**src/rtl/uart_tx_arbiter.sv**
```systemverilog
// uart_tx_arbiter: round-robin, message-granular arbiter in front of the UART TX byte path, with a stall watchdog.
module uart_tx_arbiter #(
  parameter int NUM_REQ = 4,
  parameter int TIMEOUT = 1024
) (
  input  logic                 clk,
  input  logic                 resetn,
  input  logic [NUM_REQ*8-1:0] i_req_data,
  input  logic [NUM_REQ-1:0]   i_req_valid,
  input  logic [NUM_REQ-1:0]   i_req_last,
  output logic [NUM_REQ-1:0]   o_req_ready,
  output logic [7:0]           o_tx_data,
  output logic                 o_tx_data_valid,
  input  logic                 i_tx_ready,
  output logic [NUM_REQ-1:0]   o_grant,
  output logic                 o_busy,
  output logic                 o_timeout
);
  localparam int GW = $clog2(NUM_REQ);
  localparam int WW = TIMEOUT > 0 ? $clog2(TIMEOUT + 1) : 1;
  typedef enum logic {IDLE, GRANT} state_t;
  state_t state, state_nx;
  logic [GW-1:0] g, g_nx, rr_ptr, rr_nx, sel, idx, g_inc;
  logic [WW-1:0] wd, wd_nx;
  logic [NUM_REQ-1:0] onehot;
  logic xfer, expire, timeout_nx;
  always_comb begin
    sel = '0;
    idx = '0;
    for (int i = NUM_REQ - 1; i >= 0; i--) begin
      idx = GW'((int'(rr_ptr) + i) % NUM_REQ);
      if (i_req_valid[idx]) sel = idx;
    end
  end
  assign o_busy          = state == GRANT;
  assign onehot          = NUM_REQ'(1) << g;
  assign o_grant         = o_busy ? onehot : '0;
  assign o_tx_data       = o_busy ? i_req_data[{g, 3'b000} +: 8] : 8'h00;
  assign o_tx_data_valid = o_busy && i_req_valid[g];
  assign o_req_ready     = (o_busy && i_tx_ready) ? onehot : '0;
  assign xfer            = o_tx_data_valid && i_tx_ready;
  assign expire          = (TIMEOUT != 0) && o_busy && !xfer && (int'(wd) == TIMEOUT - 1);
  assign g_inc           = (g == GW'(NUM_REQ - 1)) ? '0 : g + 1'b1;
  always_comb begin
    state_nx   = state;
    g_nx       = g;
    rr_nx      = rr_ptr;
    wd_nx      = wd;
    timeout_nx = 1'b0;
    if (state == IDLE) begin
      wd_nx = '0;
      if (|i_req_valid) begin
        state_nx = GRANT;
        g_nx     = sel;
      end
    end else if ((xfer && i_req_last[g]) || expire) begin
      state_nx   = IDLE;
      rr_nx      = g_inc;
      wd_nx      = '0;
      timeout_nx = expire;
    end else begin
      wd_nx = xfer ? '0 : (&wd ? wd : wd + 1'b1);
    end
  end
  always_ff @(posedge clk or negedge resetn) begin
    if (!resetn) begin
      state     <= IDLE;
      g         <= '0;
      rr_ptr    <= '0;
      wd        <= '0;
      o_timeout <= 1'b0;
    end else begin
      state     <= state_nx;
      g         <= g_nx;
      rr_ptr    <= rr_nx;
      wd        <= wd_nx;
      o_timeout <= timeout_nx;
    end
  end
endmodule

```
**config.mk**
```make
export PLATFORM = sky130hd
export DESIGN_NAME = uart_tx_arbiter
export DESIGN_NICKNAME = d
export VERILOG_FILES = /design/src/rtl/uart_tx_arbiter.sv
export SDC_FILE = /design/constraint.sdc
export NUM_CORES = 1
export LEC_CHECK = 0
export CORE_ASPECT_RATIO = 1.75
export CORE_MARGIN = 2
export CORE_UTILIZATION = 45
export CTS_CLUSTER_DIAMETER = 60
export CTS_CLUSTER_SIZE = 40
export DETAILED_ROUTE_END_ITERATION = 8
export GPL_ROUTABILITY_DRIVEN = 0
export PLACE_DENSITY = 0.86
export SETUP_SLACK_MARGIN = 0.05
export SLEW_MARGIN = 20
export SYNTH_ARGS = -nofsm -noshare
export SYNTH_HDL_FRONTEND = slang
export SYNTH_SLANG_ARGS = --single-unit
export TNS_END_PERCENT = 30
```
**constraint.sdc**
```tcl
create_clock -name clk -period 5.9 [get_ports clk]
set_clock_uncertainty 0.2 [all_clocks]
set_input_delay 1.475 -clock clk [delete_from_list [all_inputs] [get_ports clk]]
set_output_delay 1.475 -clock clk [all_outputs]
set_load 0.05 [all_outputs]
```
==> reports/metrics.csv, run 1 <==
stage,metric,value,unit
sta,max_freq,200,MHz
critical_path,cp_max_fo,5,
grt,antenna_found_initial,0,
grt,first_global_vias,1366,
clock_network,cts-root-buf,clkbuf_8,
sta,slew_viol_final,0,
sta,rsz0062_at_grt,false,
logic_synthesis,synth.distinct_cells,40,
clock_network,ctsHoldBuffers,0,
clock_network,clk_pin_slew,0.06,ns
floorplanning,die_h,76.3,um
cells_and_area,num_antenna_cells,0,
critical_path,cp_cell_sequence,"clkdlybuf4s50_1, mux2_4, nor2_1, nor3_1, clkdlybuf4s50_1",
logic_synthesis,synth.area.top_cells,"dfrtp_1, mux4_2, and2_1",
logic_synthesis,synth_cells,131,
cells_and_area,final_nets,241,
critical_path,cp-end-kind,output pin,
sta,max_slew.worst_pin.slew,0.718,ns
logic_synthesis,ys_seq_area_frac,0.316,
power_and_ir_drop,cellPowerDensity,459,nW/um^2
critical_path,critPathArrivalTime,3.32,ns
min_path,hold_path.class,reg2reg,
floorplanning,die_w,45.3,um
route,drc,0,
sta,slew_headroom,0.520,
job,cap_violations,0,
route,wl_per_cell,16.7,um
place,placed_area,1970,um^2
grt,grt_usage,0.224,
floorplanning,dieArea,3460,um^2
clock_network,ctsResizeCount,0,
clock_network,clock_path_buffers,2,
sta,min_period,4.99,ns
logic_synthesis,syn_avg_cell_area,10.3,um^2
critical_path,path_buf_inv,2,
logic_synthesis,async_flop_share,1.00,
floorplanning,start_util,0.465,
grt,grt_pass1_wl,5770,um
logic_synthesis,synthFlopType,dfrtp_1,
cells_and_area,syn_to_final_growth,49.6,%
grt,grt_max_degree,23,
clock_network,tritoncts,done,
logic_synthesis,synthMuxAreaShare,0.203,
sta,finalSetupViolations,0,
logic_synthesis,synth_xor_area_frac,0.0391,
cells_and_area,fin_area,2010,um^2
critical_path,slowest_delay,0.83,ns
route,drtIter0Drc,24,
critical_path,path_common_cell,clkdlybuf4s50_1,
run_status,status,finished clean,
route,vias,1294,
sta,whs,0.357,ns
place,numPortBuffers,61,
route,postRouteAntennaNets,0,
logic_synthesis,ys_top_cells_by_count,"dfrtp_1, and2_1, a21oi_1",
logic_synthesis,synth_edf_count,0,
critical_path,required,4.22,ns
logic_synthesis,yosys.area.top_type,dfrtp_1,
logic_synthesis,synth_nets,179,
critical_path,cpMaxStageDelayCell,clkdlybuf4s50_1,
clock_network,numCtsBuffers,3,
logic_synthesis,synth-simple-area-share,0.219,
logic_synthesis,netlist.area_leader.share,0.316,
cells_and_area,multi_input_area,881,um^2
sta,hold_violations,0,
clock_network,cts.sinks,17,
cells_and_area,drive_gt1_frac,0.0990,
clock_network,clk_latency,0.25,ns
critical_path,reg2reg_slack,3.53,ns
floorplanning,ios,62,
cells_and_area,nFillCells,222,
critical_path,cp-start-kind,input pin,
grt,overflow,0,
power_and_ir_drop,p_leak,0.000809,uW
route,drt_wl_total,3680,um
route,first_pass_iters,4,
cells_and_area,register_area,425,um^2
logic_synthesis,synth_fa_ha_area_frac,0.0465,
logic_synthesis,synth_area,1350,um^2
clock_network,cts_setup_buffers,0,
clock_network,htreeDepth,1,
logic_synthesis,post-synth-top-count-cell,dfrtp_1,
critical_path,crit_type,in2out,
critical_path,path_delay_family,buffers and inverters,
logic_synthesis,synth-seq-cells,17,
logic_synthesis,ys_warn_count,0,
power_and_ir_drop,ir_drop,0.000284,V
sta,finalSetupTns,0,ns
sta,fin_crit_sh,0.847,
power_and_ir_drop,power,923,uW
floorplanning,rows,26,
floorplanning,core_area,2900,um^2
route,viasPerCell,5.88,
logic_synthesis,synth-compound-area-share,0.148,
place,place_hpwl,3110,um
logic_synthesis,synth_top_family_by_area,simple AND/OR/NAND/NOR gates,
==> cells in the final DEF (no fill, tap or decap), drive strengths merged, types with 4 or more instances in the layout <==
master         netlist  layout
mux2i                4       4
inv                  4       4
clkbuf               2       4
mux2                 4       4
and3                 6       6
nand2b               4       4
clkdlybuf4s50        0      61
a21oi               11      11
nand2                6       6
mux4                 8       8
o21ai                4       4
xnor2                4       4
nor2                 7       7
ha                   5       5
dfrtp               17      17
and2                14      14
==> power breakdown <==
part           switching [uW]  total [uW]  internal (uW)
registers                68.4         211            143
clock network            36.7        84.6           47.9
logic                     354         627            273
total                     459         923            464
==> cell type report <==
| class | count | area share |
|---|---|---|
| clock buffer | 4 | 0.0224 |
| timing repair buffer | 61 | 0.303 |
| tap | 28 | 0.0174 |
| multi-input combinational | 106 | 0.438 |
| sequential | 17 | 0.211 |
| inverter | 4 | 0.00746 |
==> sequential cells by signal (all words and copies together), names as in the netlist <==
name and count:
wd 11, o_busy 1, o_timeout 1, g 2
rr_ptr 2
==> worst reg2reg max path: stages (launching register included) <==
cell and delay (ns):
dfrtp_1 0.75, mux2_4 0.39, a22oi_2 0.32, a2bb2oi_2 0.24, mux2_1 0.35
==> metal layers <==
| layer | vias up | part of all wire | wire length [um] | global-route usage |
|---|---|---|---|---|
| met2 | 67 | 0.56 | 2050 | 0.431 |
| met4 | 0 | 0.022 | 80 | 0.106 |
| li1 | 609 | - | - | - |
| met3 | 7 | 0.092 | 340 | 0.0450 |
| met5 | - | 0 | 0 | 0 |
| met1 | 611 | 0.33 | 1200 | 0.197 |
==> stage by stage <==
step | instances | utilization | setup slack (ns)
CTS | 220 | 0.695 | 0.914
detailed placement | 216 | 0.679 | 0.902
finish | 220 | 0.695 | 0.905
global placement | 216 | 0.679 | 0.949
floorplan | 131 | - | 1.46
global route | 220 | 0.695 | 0.844
==> kinds of logic (layout without fill, tap and decap cells) <==
family	after synthesis	after routing
buf+inv	8	69
fa+ha+maj	5	5
compound gates	26	26
simple gates	53	53
flops	17	17
mux	16	16
xor+xnor	6	6
==> path summary, 6_finish.rpt <==
kind / from / endpoint / cells past startpoint
max: i_req_valid[2] / o_tx_data_valid / 5
min: rr_ptr[0] / rr_ptr[0] / 1
max reg2reg: g[1] / rr_ptr[1] / 4
min reg2reg: rr_ptr[0] / rr_ptr[0] / 1
max in group asynchronous: resetn / rr_ptr[0] / 1
min in group asynchronous: resetn / wd[3] / 1
Power figures use the tool's default switching activity.
==> inputs of run 2 (changes only) <==
- CORE_UTILIZATION: 45 -> 37
- PLACE_DENSITY: 0.86 -> 0.76
- clock period: 5.9 -> 4.5 ns (I/O delays scaled with it)
==> reports/metrics.csv, run 2 (same netlist as run 1, synthesis figures left out) <==
stage,metric,value,unit
critical_path,r2r_cells,4,
critical_path,cp_max_fo,1,
clock_network,cts-root-buf,clkbuf_8,
cells_and_area,top_regs,"wd: 11 flops, g: 2 flops, rr_ptr: 2 flops",
sta,slew_viol_final,0,
power_and_ir_drop,p_comb_frac,0.675,
cells_and_area,drive_gt1_frac,0.104,
route,wl_per_cell,16.0,um
route,drc,0,
clock_network,ctsHoldBuffers,0,
grt,grt_pass1_wl,6130,um
route,postRouteAntennaNets,0,
clock_network,cts_setup_buffers,0,
clock_network,clock_path_buffers,2,
power_and_ir_drop,power.switching,607,uW
sta,min_period,4.19,ns
cells_and_area,num_antenna_cells,0,
critical_path,r2r_start,g[1],
sta,hold_violations,0,
cells_and_area,largest_register_ffs,11,
clock_network,htreeDepth,1,
clock_network,clk_latency,0.25,ns
route,drtIter0Drc,32,
floorplanning,die_h,83.8,um
cells_and_area,syn_to_final_growth,51.1,%
sta,slew_headroom,0.505,
critical_path,crit_type,in2out,
cells_and_area,final_common_cell,clkdlybuf4s50_1,
route,drt_wl_total,3810,um
floorplanning,rows,29,
grt,grt_usage,0.187,
sta,fin_crit_sh,0.931,
clock_network,numCtsBuffers,3,
route,first_pass_iters,4,
cells_and_area,final_nets,241,
floorplanning,dieArea,4150,um^2
critical_path,cp-end-kind,output pin,
run_status,status,finished clean,
cells_and_area,fin_util,0.571,
cells_and_area,final_cell_mix,"clkdlybuf4s50_1, dfrtp_1, and2_1, a21oi_1, mux4_2",
power_and_ir_drop,clkPwrFrac,0.094,
critical_path,critPathArrivalTime,2.87,ns
grt,first_global_vias,1296,
job,cap_violations,0,
route,vias,1306,
grt,grt_max_degree,23,
clock_network,ctsResizeCount,0,
sta,max_freq,239,MHz
sta,whs,0.365,ns
power_and_ir_drop,seqPwrFrac,0.231,
critical_path,cp-start-kind,input pin,
grt,overflow,0,
place,numPortBuffers,61,
critical_path,startpoint,i_req_data[28],
floorplanning,start_util,0.378,
cells_and_area,instances_no_fill,238,
critical_path,reg2reg_to,rr_ptr[0],
power_and_ir_drop,p_leak,0.000810,uW
power_and_ir_drop,switching_share,0.500,
clock_network,cts.sinks,17,
power_and_ir_drop,cellPowerDensity,597,nW/um^2
clock_network,clk_pin_slew,0.06,ns
clock_network,tritoncts,done,
place,place_hpwl,3070,um
power_and_ir_drop,ir_drop,0.000372,V
power_and_ir_drop,p_int,606,uW
sta,max_slew.worst_pin.slew,0.740,ns
sta,finalSetupTns,0,ns
cells_and_area,regMostFlops,wd,
grt,antenna_found_initial,0,
critical_path,reg2reg_slack,2.17,ns
critical_path,required,3.17,ns
min_path,hold_path.class,reg2reg,
floorplanning,ios,62,
place,dp.cells,234,
floorplanning,core_area,3560,um^2
critical_path,endpoint,o_tx_data[4],
sta,finalSetupViolations,0,
sta,rsz0062_at_grt,false,
floorplanning,die_w,49.6,um
route,viasPerCell,5.49,
run 2: changes by cell type in the layout (fill, tap and decap cells not counted), sizes merged:
cell,delta
buf,+1
clkdlybuf4s50,-1
run 2: worst max-delay path, stage by stage:
cell	delay [ns]
clkdlybuf4s50_1	0.43
mux4_2	0.46
and2_1	0.16
clkdlybuf4s50_1	0.70
run 2: power by group through the flow:
stage / clock network, uW / logic [uW] / registers, uW
floorplan: 0 / 613 / 238
global placement: 0 / 802 / 279
detailed placement: 0 / 822 / 283
CTS: 114 / 823 / 281
global route: 123 / 863 / 293
finish: 114 / 818 / 280
run 2: per-layer routing:
layer | share of wire | routed length, um | track usage | vias up
met5 | 0 | 0 | 0 | -
met4 | 0.011 | 41 | 0.0455 | 0
met3 | 0.094 | 358 | 0.0484 | 7
met2 | 0.52 | 1990 | 0.350 | 76
met1 | 0.37 | 1410 | 0.201 | 614
li1 | - | - | - | 609
run 2: worst min-delay path by stage:
stage              start        end  slack [ns]  cells after the start
6_report       rr_ptr[0]  rr_ptr[0]        0.37                      1
5_1_grt        rr_ptr[0]  rr_ptr[0]        0.38                      1
4_1_cts        rr_ptr[0]  rr_ptr[0]        0.37                      1
3_5_place_dp   rr_ptr[0]  rr_ptr[0]        0.35                      1
3_3_place_gp   rr_ptr[0]  rr_ptr[0]        0.33                      1
2_1_floorplan  rr_ptr[0]  rr_ptr[0]        0.31                      1
run 2: area by class of cell:
cell class	count	area [um^2]
repair buffers	61	608
inverters	4	15.0
fillers	341	1520
multi-input cells	106	881
flip-flops and latches	17	425
clock buffers	4	45.0
well taps	46	57.6
run 2: metrics by stage:
step | instance area (um^2) | worst slack (ns) | total power [uW]
5_1_grt | 2030 | 0.270 | 1280
2_1_floorplan | 1350 | 0.760 | 852
3_5_place_dp | 1990 | 0.308 | 1110
3_3_place_gp | 1990 | 0.309 | 1080
4_1_cts | 2030 | 0.304 | 1220
6_report | 2030 | 0.309 | 1210
==> inputs of run 3 (changes only) <==
- CORE_UTILIZATION: 37 -> 35
- PLACE_DENSITY: 0.76 -> 0.72
==> reports/metrics.csv, run 3 (same netlist as run 1, synthesis figures left out) <==
stage,metric,value,unit
floorplanning,rows,29,
place,place_hpwl,2850,um
cells_and_area,final_common_cell,clkdlybuf4s50_1,
route,wl_per_cell,14.7,um
route,viasPerCell,5.39,
clock_network,clock_path_buffers,2,
clock_network,htreeDepth,1,
clock_network,cts.sinks,17,
floorplanning,ios,62,
floorplanning,die_h,86.0,um
sta,max_slew.worst_pin.slew,0.753,ns
clock_network,cts_setup_buffers,0,
critical_path,required,3.17,ns
floorplanning,core_area,3660,um^2
clock_network,ctsResizeCount,0,
cells_and_area,final_nets,241,
min_path,hold_start,rr_ptr[0],
critical_path,r2r_start,g[1],
critical_path,r2r_cells,4,
cells_and_area,final_cell_mix,"clkdlybuf4s50_1, dfrtp_1, and2_1, a21oi_1, mux4_2",
sta,fin_crit_sh,0.931,
route,vias,1283,
cells_and_area,regMostFlops,wd,
min_path,min_path_cells,1,
sta,finalSetupTns,0,ns
grt,first_global_vias,1289,
floorplanning,dieArea,4370,um^2
clock_network,ctsHoldBuffers,0,
grt,grt_pass1_wl,5510,um
critical_path,reg2reg_slack,2.15,ns
sta,max_freq,239,MHz
sta,hold_violations,0,
power_and_ir_drop,ir_drop,0.000427,V
clock_network,numCtsBuffers,3,
job,cap_violations,0,
critical_path,crit_type,in2out,
cells_and_area,num_antenna_cells,0,
grt,antenna_found_initial,0,
cells_and_area,syn_to_final_growth,51.2,%
power_and_ir_drop,power,1210,uW
cells_and_area,nFillCells,337,
clock_network,clk_latency,0.25,ns
route,drt_wl_total,3500,um
clock_network,clk_pin_slew,0.06,ns
place,numPortBuffers,61,
floorplanning,start_util,0.367,
clock_network,cts-root-buf,clkbuf_8,
route,first_pass_iters,4,
clock_network,tritoncts,done,
run_status,status,finished clean,
sta,finalSetupViolations,0,
critical_path,cp_max_fo,1,
sta,slew_headroom,0.497,
critical_path,reg2reg_to,rr_ptr[0],
power_and_ir_drop,cellPowerDensity,593,nW/um^2
route,drtIter0Drc,15,
cells_and_area,top_regs,"wd: 11 flops, g: 2 flops, rr_ptr: 2 flops",
sta,slew_viol_final,0,
grt,grt_usage,0.159,
sta,min_period,4.19,ns
route,postRouteAntennaNets,0,
min_path,holdPathEnd,rr_ptr[0],
route,drc,0,
critical_path,critPathArrivalTime,2.86,ns
critical_path,cp-end-kind,output pin,
power_and_ir_drop,p_leak,0.000812,uW
cells_and_area,drive_gt1_frac,0.109,
min_path,hold_path.class,reg2reg,
grt,grt_max_degree,23,
floorplanning,die_w,50.9,um
critical_path,cp-start-kind,input pin,
sta,rsz0062_at_grt,false,
cells_and_area,largest_register_ffs,11,
grt,overflow,0,
==> run 3: changes by cell type in the layout (fill, tap and decap cells not counted) <==
| cell | change |
|---|---|
| clkinv_2 | +1 |
| clkbuf_1 | -1 |
==> run 3: layout make-up <==
| type | instances | area [um^2] | share of cell area |
|---|---|---|---|
| clock buffers | 3 | 41.3 | 0.0203 |
| repair buffers | 61 | 608 | 0.299 |
| well taps | 46 | 57.6 | 0.0283 |
| inverters | 4 | 15.0 | 0.00738 |
| multi-input cells | 106 | 881 | 0.433 |
| flip-flops and latches | 17 | 425 | 0.209 |
| clock inverters | 1 | 5.00 | 0.00246 |
==> run 3: worst max-delay path by stage <==
stage                     slack, ns         endpoint           start
after floorplan                0.76  o_tx_data_valid  i_req_valid[0]
after CTS                      0.31     o_tx_data[1]   i_req_data[1]
after global placement         0.32     o_tx_data[1]   i_req_data[1]
after detailed placement       0.31     o_tx_data[1]   i_req_data[1]
final                          0.31     o_tx_data[0]  i_req_data[24]
after global routing           0.28     o_tx_data[0]  i_req_data[24]
==> run 3: stage by stage <==
stage | utilization | cell area (um^2) | hold slack (ns) | instances | worst slack (ns)
finish | 0.555 | 2030 | 0.364 | 238 | 0.312
global route | 0.555 | 2030 | 0.383 | 238 | 0.276
CTS | 0.555 | 2030 | 0.373 | 238 | 0.310
detailed placement | 0.542 | 1990 | 0.358 | 234 | 0.311
global placement | 0.542 | 1990 | 0.350 | 234 | 0.323
floorplan | - | 1350 | 0.310 | 131 | 0.760
==> run 3: report_power, final <==
| part | internal [uW] | switching (uW) |
|---|---|---|
| clock | 61.4 | 50.1 |
| combinational | 356 | 461 |
| sequential | 187 | 90.3 |
| total | 605 | 601 |
==> run 3: metal layers <==
layer,vias up,part of all wire,GRT usage
met1,607,0.36,0.152
met3,4,0.12,0.0523
li1,608,-,-
met4,0,0.0054,0.0295
met5,-,0,0
met2,64,0.52,0.316
==> run 3: critical path: stages <==
cell             delay [ns]
clkdlybuf4s50_1        0.39
mux4_2                 0.46
and2_1                 0.18
clkdlybuf4s50_1        0.70
